## src/rtl/kgp_pc_pkg.sv

```systemverilog
// Shared constants and next-PC select encoding for the KGP-RISC program-counter unit.
package kgp_pc_pkg;

    localparam int unsigned PC_W_DEF      = 32;
    localparam int unsigned INC_DEF       = 4;
    localparam logic [31:0] RESET_VEC_DEF = '0;

    typedef enum logic [2:0] {
        SEL_HOLD,
        SEL_RET,
        SEL_CALL,
        SEL_BR,
        SEL_SEQ
    } pc_sel_e;

endpackage

```

## src/rtl/pc_unit_ras_stack.sv

```systemverilog
// Circular return-address stack: a push while full overwrites the oldest entry.
// Sticky overflow/underflow flags clear only on reset.
module ras_stack #(
    parameter int unsigned W     = 32,
    parameter int unsigned DEPTH = 4
) (
    input  logic                       clk,
    input  logic                       rst,
    input  logic                       i_push,
    input  logic                       i_pop,
    input  logic [W-1:0]               i_push_data,
    output logic [W-1:0]               o_top,
    output logic [$clog2(DEPTH+1)-1:0] o_count,
    output logic                       o_empty,
    output logic                       o_overflow,
    output logic                       o_underflow
);
    localparam int unsigned PW = $clog2(DEPTH);
    localparam int unsigned CW = $clog2(DEPTH + 1);

    logic [W-1:0]  r_mem [DEPTH];
    logic [PW-1:0] r_ptr;
    logic [CW-1:0] r_count;
    logic          r_overflow;
    logic          r_underflow;
    logic          w_full;

    assign w_full      = (r_count == CW'(DEPTH));
    assign o_empty     = (r_count == '0);
    assign o_top       = r_mem[r_ptr - PW'(1)];
    assign o_count     = r_count;
    assign o_overflow  = r_overflow;
    assign o_underflow = r_underflow;

    // Entry contents are don't-care after reset, so storage carries no reset.
    always_ff @(posedge clk) begin
        if (i_push && !rst) begin
            r_mem[r_ptr] <= i_push_data;
        end
    end

    always_ff @(posedge clk) begin
        if (rst) begin
            r_ptr       <= '0;
            r_count     <= '0;
            r_overflow  <= 1'b0;
            r_underflow <= 1'b0;
        end else if (i_push) begin
            r_ptr <= r_ptr + PW'(1);
            if (w_full) begin
                r_overflow <= 1'b1;
            end else begin
                r_count <= r_count + CW'(1);
            end
        end else if (i_pop) begin
            if (o_empty) begin
                r_underflow <= 1'b1;
            end else begin
                r_ptr   <= r_ptr - PW'(1);
                r_count <= r_count - CW'(1);
            end
        end
    end

endmodule

```

## src/rtl/pc_unit.sv

```systemverilog
// Fetch program-counter unit with priority next-PC select and embedded return-address stack.
// Optional macro PC_ALIGN_CHECK_EN adds a sticky misalign output and rejects unaligned redirects.
module pc_unit
    import kgp_pc_pkg::*;
#(
    parameter int unsigned     PC_W      = PC_W_DEF,
    parameter int unsigned     INC       = INC_DEF,
    parameter logic [PC_W-1:0] RESET_VEC = PC_W'(RESET_VEC_DEF),
    parameter int unsigned     RAS_DEPTH = 4
) (
    input  logic                           clk,
    input  logic                           rst,
    input  logic                           stall,
    input  logic                           br_taken,
    input  logic [PC_W-1:0]                br_target,
    input  logic                           call,
    input  logic                           ret,
    output logic [PC_W-1:0]                pc_out,
    output logic [$clog2(RAS_DEPTH+1)-1:0] ras_count,
    output logic                           ras_overflow,
    output logic                           ras_underflow
`ifdef PC_ALIGN_CHECK_EN
    ,
    output logic                           misalign
`endif
);
    localparam logic [PC_W-1:0] INC_V = PC_W'(INC);

    logic [PC_W-1:0] r_pc;
    pc_sel_e         w_sel;
    logic [PC_W-1:0] w_seq;
    logic [PC_W-1:0] w_target;
    logic [PC_W-1:0] w_next;
    logic [PC_W-1:0] w_ras_top;
    logic            w_ras_empty;
    logic            w_bad;
    logic            w_push;
    logic            w_pop;

    always_comb begin
        w_sel = SEL_SEQ;
        if (stall)         w_sel = SEL_HOLD;
        else if (ret)      w_sel = SEL_RET;
        else if (call)     w_sel = SEL_CALL;
        else if (br_taken) w_sel = SEL_BR;
    end

    always_comb begin
        w_seq    = r_pc + INC_V;
        w_target = (w_sel == SEL_RET) ? w_ras_top : br_target;
        w_bad    = 1'b0;
`ifdef PC_ALIGN_CHECK_EN
        // An empty-stack ret has no target to validate; it takes the underflow path.
        w_bad = ((w_sel == SEL_CALL) || (w_sel == SEL_BR) ||
                 ((w_sel == SEL_RET) && !w_ras_empty)) &&
                ((w_target % INC_V) != '0);
`endif
        w_next = w_seq;
        unique case (w_sel)
            SEL_HOLD:         w_next = r_pc;
            SEL_RET:          if (!w_ras_empty && !w_bad) w_next = w_target;
            SEL_CALL, SEL_BR: if (!w_bad) w_next = w_target;
            default:          w_next = w_seq;
        endcase
    end

    // A rejected call leaves the stack alone; a rejected ret still consumes its pop.
    assign w_push = (w_sel == SEL_CALL) && !w_bad;
    assign w_pop  = (w_sel == SEL_RET);

    always_ff @(posedge clk) begin
        if (rst) r_pc <= RESET_VEC;
        else     r_pc <= w_next;
    end

`ifdef PC_ALIGN_CHECK_EN
    logic r_misalign;
    always_ff @(posedge clk) begin
        if (rst)        r_misalign <= 1'b0;
        else if (w_bad) r_misalign <= 1'b1;
    end
    assign misalign = r_misalign;
`endif

    ras_stack #(
        .W     (PC_W),
        .DEPTH (RAS_DEPTH)
    ) u_ras (
        .clk         (clk),
        .rst         (rst),
        .i_push      (w_push),
        .i_pop       (w_pop),
        .i_push_data (w_seq),
        .o_top       (w_ras_top),
        .o_count     (ras_count),
        .o_empty     (w_ras_empty),
        .o_overflow  (ras_overflow),
        .o_underflow (ras_underflow)
    );

    assign pc_out = r_pc;

endmodule
```

## config.mk

```make
export PLATFORM = sky130hd
export DESIGN_NAME = pc_unit
export DESIGN_NICKNAME = d
export VERILOG_FILES = /design/src/rtl/kgp_pc_pkg.sv /design/src/rtl/pc_unit_ras_stack.sv /design/src/rtl/pc_unit.sv
export SDC_FILE = /design/constraint.sdc
export NUM_CORES = 1
export LEC_CHECK = 0
export ABC_CLOCK_PERIOD_IN_PS = 2800
export CORE_ASPECT_RATIO = 0.8
export CORE_UTILIZATION = 32
export DETAILED_ROUTE_END_ITERATION = 6
export DONT_BUFFER_PORTS = 1
export PLACE_DENSITY = 0.56
export SETUP_SLACK_MARGIN = 0.3
export SLEW_MARGIN = 20
export SYNTH_ARGS = -nofsm -noshare
export SYNTH_HDL_FRONTEND = slang
export SYNTH_SLANG_ARGS = --single-unit
```

## constraint.sdc

```tcl
create_clock -name clk -period 2.8 [get_ports clk]
set_clock_uncertainty 0.15 [all_clocks]
set_input_delay 0.56 -clock clk [delete_from_list [all_inputs] [get_ports clk]]
set_output_delay 0.56 -clock clk [all_outputs]
set_load 0.05 [all_outputs]
```

# Yosys cells after proc, flatten, opt, wreduce, memory -nomap -nowiden
# Memories as Yosys holds them, arrays and structs flattened.
# Index checks and enable logic that the tools add are counted.
dict set report op_classes {
  n_addsub 5
  n_eq_ne 6
  mux 16
  bitwise_logic 1
  reduce_logical 10
}
# operator count
set ops {}
lappend ops {{32-bit case mux with 3 select lines} 1}
lappend ops {{32-bit 2-to-1 mux} 2}
lappend ops {{32-bit by 3-bit adder with 32-bit output, second input constant} 1}
lappend ops {{3-bit 2-to-1 mux} 8}
lappend ops {{3-bit by 2-bit == test with 1-bit output, second input constant} 2}
lappend ops {{3-bit logical NOT} 2}
lappend ops {{2-bit 2-to-1 mux} 3}
lappend ops {{3-bit AND reduction} 2}
lappend ops {{2-bit AND reduction} 2}
lappend ops {{3-bit by 1-bit adder with 3-bit output, second input constant} 1}
lappend ops {{3-bit by 1-bit == test with 1-bit output, second input constant} 1}
lappend ops {{3-bit == test, second input constant} 1}
lappend ops {{3-bit by 1-bit subtractor with 3-bit output, second input constant} 1}
lappend ops {{2-bit by 1-bit adder with 2-bit output, second input constant} 1}
lappend ops {{1-bit 2-to-1 mux} 2}
lappend ops {{2-bit by 1-bit != test with 1-bit output, second input constant} 1}
lappend ops {{2-bit != test, second input constant} 1}
lappend ops {{2-bit nonzero test} 1}
lappend ops {{2-bit OR reduction} 1}
lappend ops {{2-bit by 1-bit subtractor with 2-bit output, second input constant} 1}
lappend ops {{1-bit logical AND} 1}
lappend ops {{1-bit logical NOT} 1}
lappend ops {{1-bit NOT} 1}
dict set report word_totals {
  register_bits 39
  ram_bits 128
  out_inout_bits 37
  memories 1
}
# name words word_bits read_ports rd_ports_with_merged_regs wr line_no
set mem_list {}
lappend mem_list {u_ras.r_mem 4 32 1 0 1 pc_unit_ras_stack.sv:21} ;# logic [W-1:0] r_mem [DEPTH];

# Depth between registers and ports, before layout
# Gate-level depths: netlist (run 1).
dict set report logic_depth {
  word_depth 8
  depth_mapped 11
}

# Hierarchy
# From an unflattened synthesis (run 1), not the netlist that was laid out.
dict set report hier_totals {
  cells_unflattened 557
  hier_area_um2 7626.1
}
# module n_inst cells_each area_per_inst_um2
set modules_own_cells {}
lappend modules_own_cells {ras_stack 1 221 5109.9}
lappend modules_own_cells {pc_unit 1 336 2516.2}

# Worst setup path before layout (run 1)
# OpenSTA, ideal clock, no wires.
dict set report synth_path {
  kind {in2reg}
  from {input port ret}
  to {memory u_ras.r_mem[0][0] (enable)}
  setup_time_ns 0.392
  arrival_time_ns 2.299
  required_time_ns 2.258
  path_slack_ns -0.041
  path_stages 5
  path_cell_list {clkbuf_2 > or3b_2 > clkbuf_1 > nor2_1 > and2_1}
}
dict set report synth_via {
  elab_chain_cells 6
}
# element line_no
set synth_lines {}
lappend synth_lines {{start: declaration} pc_unit.sv:17} ;# input logic ret,
lappend synth_lines {{3-bit 2-to-1 mux} pc_unit.sv:43} ;# else if (ret) w_sel = SEL_RET;
lappend synth_lines {{3-bit 2-to-1 mux} pc_unit.sv:42} ;# if (stall) w_sel = SEL_HOLD;
lappend synth_lines {{3-bit by 2-bit == test with 1-bit output} pc_unit.sv:68} ;# assign w_push = (w_sel == SEL_CALL) && !w_bad;
lappend synth_lines {{1-bit logical AND} pc_unit_ras_stack.sv:37} ;# if (i_push && !rst) begin
lappend synth_lines {{1-bit 2-to-1 mux} pc_unit_ras_stack.sv:37}
lappend synth_lines {{1-bit 2-to-1 mux (not written as such)} pc_unit_ras_stack.sv:38} ;# r_mem[r_ptr] <= i_push_data;
lappend synth_lines {{end: declaration} pc_unit_ras_stack.sv:21}
# No other way between the ends.

# Worst setup path after layout (run 1)
dict set report layout_path {
  from {register u_ras.r_ptr[1]}
  to {register r_pc[30] (netlist: pc_out[30])}
}
dict set report layout_via {
  elab_chain_cells 5
}
# element line_no
set layout_lines {}
lappend layout_lines {{start: declaration} pc_unit_ras_stack.sv:22} ;# logic [PW-1:0] r_ptr;
lappend layout_lines {{start signal: assignment} pc_unit_ras_stack.sv:49} ;# r_ptr <= r_ptr + PW'(1);
lappend layout_lines {{start signal: assignment} pc_unit_ras_stack.sv:59} ;# r_ptr <= r_ptr - PW'(1);
lappend layout_lines {{2-bit by 1-bit subtractor with 2-bit output (*)} pc_unit_ras_stack.sv:30} ;# assign o_top = r_mem[r_ptr - PW'(1)];
lappend layout_lines {{memory read 4 x 32 bit (*)} n/a}
lappend layout_lines {{32-bit 2-to-1 mux (*)} pc_unit.sv:50} ;# w_target = (w_sel == SEL_RET) ? w_ras_top : br_target;
lappend layout_lines {{32-bit 2-to-1 mux} pc_unit.sv:61} ;# SEL_RET: if (!w_ras_empty && !w_bad) w_next = w_target;
lappend layout_lines {{32-bit case mux with 3 select lines (*)} pc_unit.sv:59} ;# unique case (w_sel)
lappend layout_lines {{end signal: assignment} pc_unit.sv:73} ;# else r_pc <= w_next;
lappend layout_lines {{end: declaration} pc_unit.sv:29} ;# logic [PC_W-1:0] r_pc;
# Every way passes the cells marked *; elsewhere a longest branch is shown, timed or not.
# A chain may end at the register's enable or synchronous reset.

==> impl_metrics.ini, run 1 <==
[die]
rows = 50
dieArea_um2 = 24500
start_util_pct = 32.6
die_h_um = 140
pin_count = 75
fp.coreArea_um2 = 23400
die_w_um = 175

[grt]
track_usage_pct = 17.7
grt_overflow = 0
grt_pass1_wl_um = 31800
grt_pass1_vias = 5034
antenna_found_initial = 0
grt_max_degree = 42

[setup_path]
cp_slowest_cell = dfxtp_1
critPathLaunchType = flop
cp_max_fo = 16
critPathMaxStageDelay_ns = 0.39
critical_path.cell_chain = inv_1 -> ha_1 -> buf_4 -> mux4_2 -> nor4b_1 -> o21a_1 -> nor3_1 -> a21oi_1
path_buf_inv = 2
critPathCaptureType = flop
setup.reg_to_reg.worst_slack_ns = 0.50
critPathTopFamily = flip-flops
cp_data_required_time_ns = 2.96
critical_path_arrival_ns = 2.46
worstSetupPathType = flop to flop

[routing]
vias = 5014
detail_route.vias_per_cell = 5.40
drt_pass1_iterations = 5
drtAntennaViolNets = 0
drt-initial-drc-count = 606
wl_per_cell_um = 22.4
wl_um = 20800
drc = 0

[yosys]
syn_area_um2 = 7630
synth_seq_cells = 167
syn_inst = 568
synth_edf_count = 128
netlist.top_cell.by_area = edfxtp_1
synthTopCellsByCount = edfxtp_1 (128), nand2_1 (49), dfxtp_1 (39)
synth_cell_types = 61
synth_top_area_share_pct = 50.4
yosys_warnings = 0
ys.flop_type = edfxtp_1
ys_top_cells_by_area = edfxtp_1 (50%), dfxtp_1 (10%), mux4_2 (9.4%)
yosysSeqAreaShare_pct = 60.6
synth.avg_cell_area_um2 = 13.4
synth.net_count = 613
asyncSetResetFlopFracSynth_pct = 0
synth_most_common_cell = edfxtp_1

[timing]
hold_violations = 0
setup_viol = 0
fin_tns_setup_ns = 0
rsz0062_at_grt = no
worst_slew_pin_slew_ns = 0.763
min_period_over_period_pct = 82.2
maxSlewHeadroom_pct = 49.0
maxSlewViolCount = 0
fmax_mhz = 435
period_needed_ns = 2.30

[cts]
clock-sinks = 167
cts_setup_buffers = 0
cts-resized-gates = 0
cts-buffers-inserted = 17
clockBufferDepth = 2
insertion_delay_ns = 0.43
cts_root_buf = clkbuf_16
cts_tree = yes
cts.clk_slew.worst_paths_ns = 0.06
hold_buffers = 0
htreeDepth = 4

[finish]
nets = 648
fin_util_pct = 37.9
drive_above_1_share_pct = 22.1
area_growth_pct = 16.3
diodes = 0

[place]
dp_hpwl_um = 14400
io_buffers = 0
globalplace.congestion = 0.834

[hold_path]
worst_hold_path_type = primary input to flop

[pwr]
powerDensity_nw_per_um2 = 699
power_leakage_nw = 2.98
peakVddDrop_uv = 429

[job]
cap_violations = 0

[status]
status = complete, no violations
registers in the layout, indices dropped and copies added (netlist names):
register	flops
pc_out	32
u_ras.o_count	3
u_ras.o_overflow	1
u_ras.o_underflow	1
u_ras.r_mem	128
u_ras.r_ptr	2
kinds of logic after synthesis:
group           after synthesis  synth area share [%]
xor+xnor                     32                  3.67
mux                          48                  11.6
simple gates                168                  12.0
compound gates               97                  8.08
buf+inv                      49                  2.85
flops                       167                  60.6
fa+ha+maj                     7                  1.25
layer usage:
metal  global-route usage (%)  share of wire (%)
met1                     23.3                 45
met2                     27.8                 47
met3                     6.16                6.8
met4                     4.94                1.3
met5                        0                  0
final timing paths:
check	start	endpoint	depth (start not counted)
hold reg to reg	u_ras.r_ptr[1]	u_ras.r_ptr[1]	2
hold / removal	rst	pc_out[0]	1
setup reg to reg	u_ras.r_ptr[1]	pc_out[30]	8
setup / recovery	u_ras.r_ptr[1]	pc_out[30]	8
cell usage in the layout (no fill, tap or decap), types with 5 or more instances in the layout:
cell type  Yosys  layout
edfxtp_1     128     128
buf_4          3      55
nand2_1       49      49
dfxtp_1       39      37
a21oi_1       36      36
mux4_2        32      32
nor2_1        25      25
xnor2_1       22      22
nand3_1       18      18
clkbuf_16      0      17
mux2i_1       15      15
a31oi_1       11      11
o21ai_0       11      11
and4_1        10      10
xor2_1        10      10
nor3_1        11      10
nand4_1        8       8
inv_1          8       8
o211ai_1       8       8
and2_1        11       7
ha_1           6       6
and3_1         5       5
power by group:
group | switching (W) | total (W) | internal [W]
Sequential | 0.0000778 | 0.00285 | 0.00277
Combinational | 0.000654 | 0.00105 | 0.000398
Clock | 0.000966 | 0.00230 | 0.00133
Total | 0.00170 | 0.00620 | 0.00450
cell type report:
type,count,area [um2]
well taps,312,390
clock buffers,20,447
inverters,8,30.0
multi-input cells,352,2800
clock inverters,12,128
repair buffers,57,453
fillers,2233,14500
flip-flops and latches,167,4630
metrics by stage:
step	power [W]	hold slack, ns	area (um2)	setup WS (ns)	std cells
after floorplan	0.00366	0.322	7650	0.317	568
after global routing	0.00644	0.0350	8870	0.319	928
after global placement	0.00395	0.401	8300	0.423	896
final	0.00620	0.0615	8870	0.499	928
after detailed placement	0.00396	0.398	8300	0.435	896
after CTS	0.00625	0.0273	8870	0.505	928
Power figures use the tool's default switching activity.
==> run 2: changes to the inputs <==
ABC_CLOCK_PERIOD_IN_PS = 2100   (was 2800)
clock period = 2.1 ns   (was 2.8 ns; I/O delays follow)
==> impl_metrics.ini, run 2 (synthesis gave the netlist of run 1 again) <==
[grt]
grt_max_degree = 40
antenna_found_initial = 0
grt_pass1_wl_um = 34600
track_usage_pct = 19.4
grt_pass1_vias = 5557
grt_overflow = 0

[routing]
wl_um = 23300
wl_per_cell_um = 23.6
detail_route.vias_per_cell = 5.48
drt_pass1_iterations = 5
drc = 0
drt-initial-drc-count = 525
drtAntennaViolNets = 0
vias = 5417

[die]
die_h_um = 140
dieArea_um2 = 24500
start_util_pct = 32.6
fp.coreArea_um2 = 23400
rows = 50
pin_count = 75
die_w_um = 175

[place]
pre_cts_slack_ns = 0.0135
globalplace.congestion = 0.812
io_buffers = 0
dp_hpwl_um = 15600

[pwr]
power_leakage_nw = 3.62
powerDensity_nw_per_um2 = 840
peakVddDrop_uv = 471

[cts]
cts-buffers-inserted = 17
htreeDepth = 4
cts_root_buf = clkbuf_16
clockBufferDepth = 2
cts_tree = yes
insertion_delay_ns = 0.44
cts.clk_slew.worst_paths_ns = 0.07
clock-sinks = 167

[finish]
largest_reg_flops = 128
final_common_cell = edfxtp_1
final-seq-area_um2 = 4710
fin_util_pct = 44.3
nFillCells = 2102
nets = 708
area_growth_pct = 36.0
top_register = u_ras.r_mem
drive_above_1_share_pct = 43.5
multi_input_area_um2 = 3420
final_cell_mix = edfxtp_1 (128), buf_4 (76), nand2_1 (42)
diodes = 0

[timing]
worst_slew_pin_slew_ns = 0.923
rsz0062_at_grt = yes
maxSlewHeadroom_pct = 38.0
hold_violations = 0
fin_ws_ns = 0.0670
min_period_over_period_pct = 96.8
maxSlewViolCount = 0
holdWs_ns = 0.0220
setup_viol = 0
fmax_mhz = 492
period_needed_ns = 2.03

[setup_path]
critPathMaxStageDelay_ns = 0.40
cp_slowest_cell = dfxtp_4
worstSetupPathType = flop to flop
critical_path.cell_chain = inv_6 -> ha_4 -> mux4_2 -> nor4b_4 -> o21a_1 -> nor3_2 -> a21oi_1
cp_max_fo = 7
critPathCaptureType = flop
critPathLaunchType = flop
r2r_start = u_ras.r_ptr[0]
critical_path_arrival_ns = 2.20
cp-startpoint = u_ras.r_ptr[0]
cp_data_required_time_ns = 2.27

[status]
status = complete, no violations

[job]
cap_violations = 0

[hold_path]
min-delay-start = br_target[23]
worst_hold_path_type = primary input to flop
run 2: path summary, 6_finish.rpt:
check	end	slack (ns)	cells after the start
setup / recovery	pc_out[30]	0.07	7
hold / removal	pc_out[23]	0.02	2
setup reg to reg	pc_out[30]	0.07	7
hold reg to reg	pc_out[30]	0.46	2
run 2: what timing repair did:
item,4_1_cts,5_1_grt
endpoints found under the hold margin,35,0
pin swaps,17,27
hold buffers,7,0
endpoints found under the setup margin,84,120
gates cloned,1,1
resized for setup,36,40
setup buffers,18,12
run 2: critical path: cells and delay by family (launching register included):
kind            cells  cell delay, ns
buf+inv             1            0.04
simple gates        2            0.31
compound gates      2            0.29
fa+ha+maj           1            0.37
mux                 1            0.36
flops               1            0.40
run 2: final cells by class:
| cell class | count | share of cell area (%) |
|---|---|---|
| clock buffer | 17 | 4.10 |
| clock inverter | 15 | 1.68 |
| inverter | 8 | 0.338 |
| multi-input combinational | 352 | 33.0 |
| sequential | 167 | 45.4 |
| tap | 312 | 3.76 |
| timing repair buffer | 117 | 11.8 |
run 2: where the power goes:
group	switching, W	total (W)	internal [W]	leakage [nW]
registers	0.000118	0.00382	0.00370	1.51
logic	0.00100	0.00179	0.000784	1.82
clock network	0.00151	0.00311	0.00160	0.291
total	0.00263	0.00872	0.00609	3.62
run 2: layer usage:
metal | vias to the layer above | wire length [um] | share of wire [%] | track usage [%]
met5 | - | 0 | 0 | 0
met4 | 0 | 391 | 1.7 | 6.45
met3 | 43 | 2170 | 9.3 | 6.81
met2 | 225 | 11000 | 47 | 30.5
met1 | 2754 | 9830 | 42 | 25.0
li1 | 2395 | - | - | -
run 2: stage by stage:
step	setup TNS [ns]	power [W]	cells	area, um2
final	0	0.00872	988	10400
after global routing	-0.00767	0.00901	988	10400
after CTS	0	0.00867	975	10000
after detailed placement	0	0.00545	917	8970
after global placement	0	0.00542	917	8970
after floorplan	-0.528	0.00503	568	8150
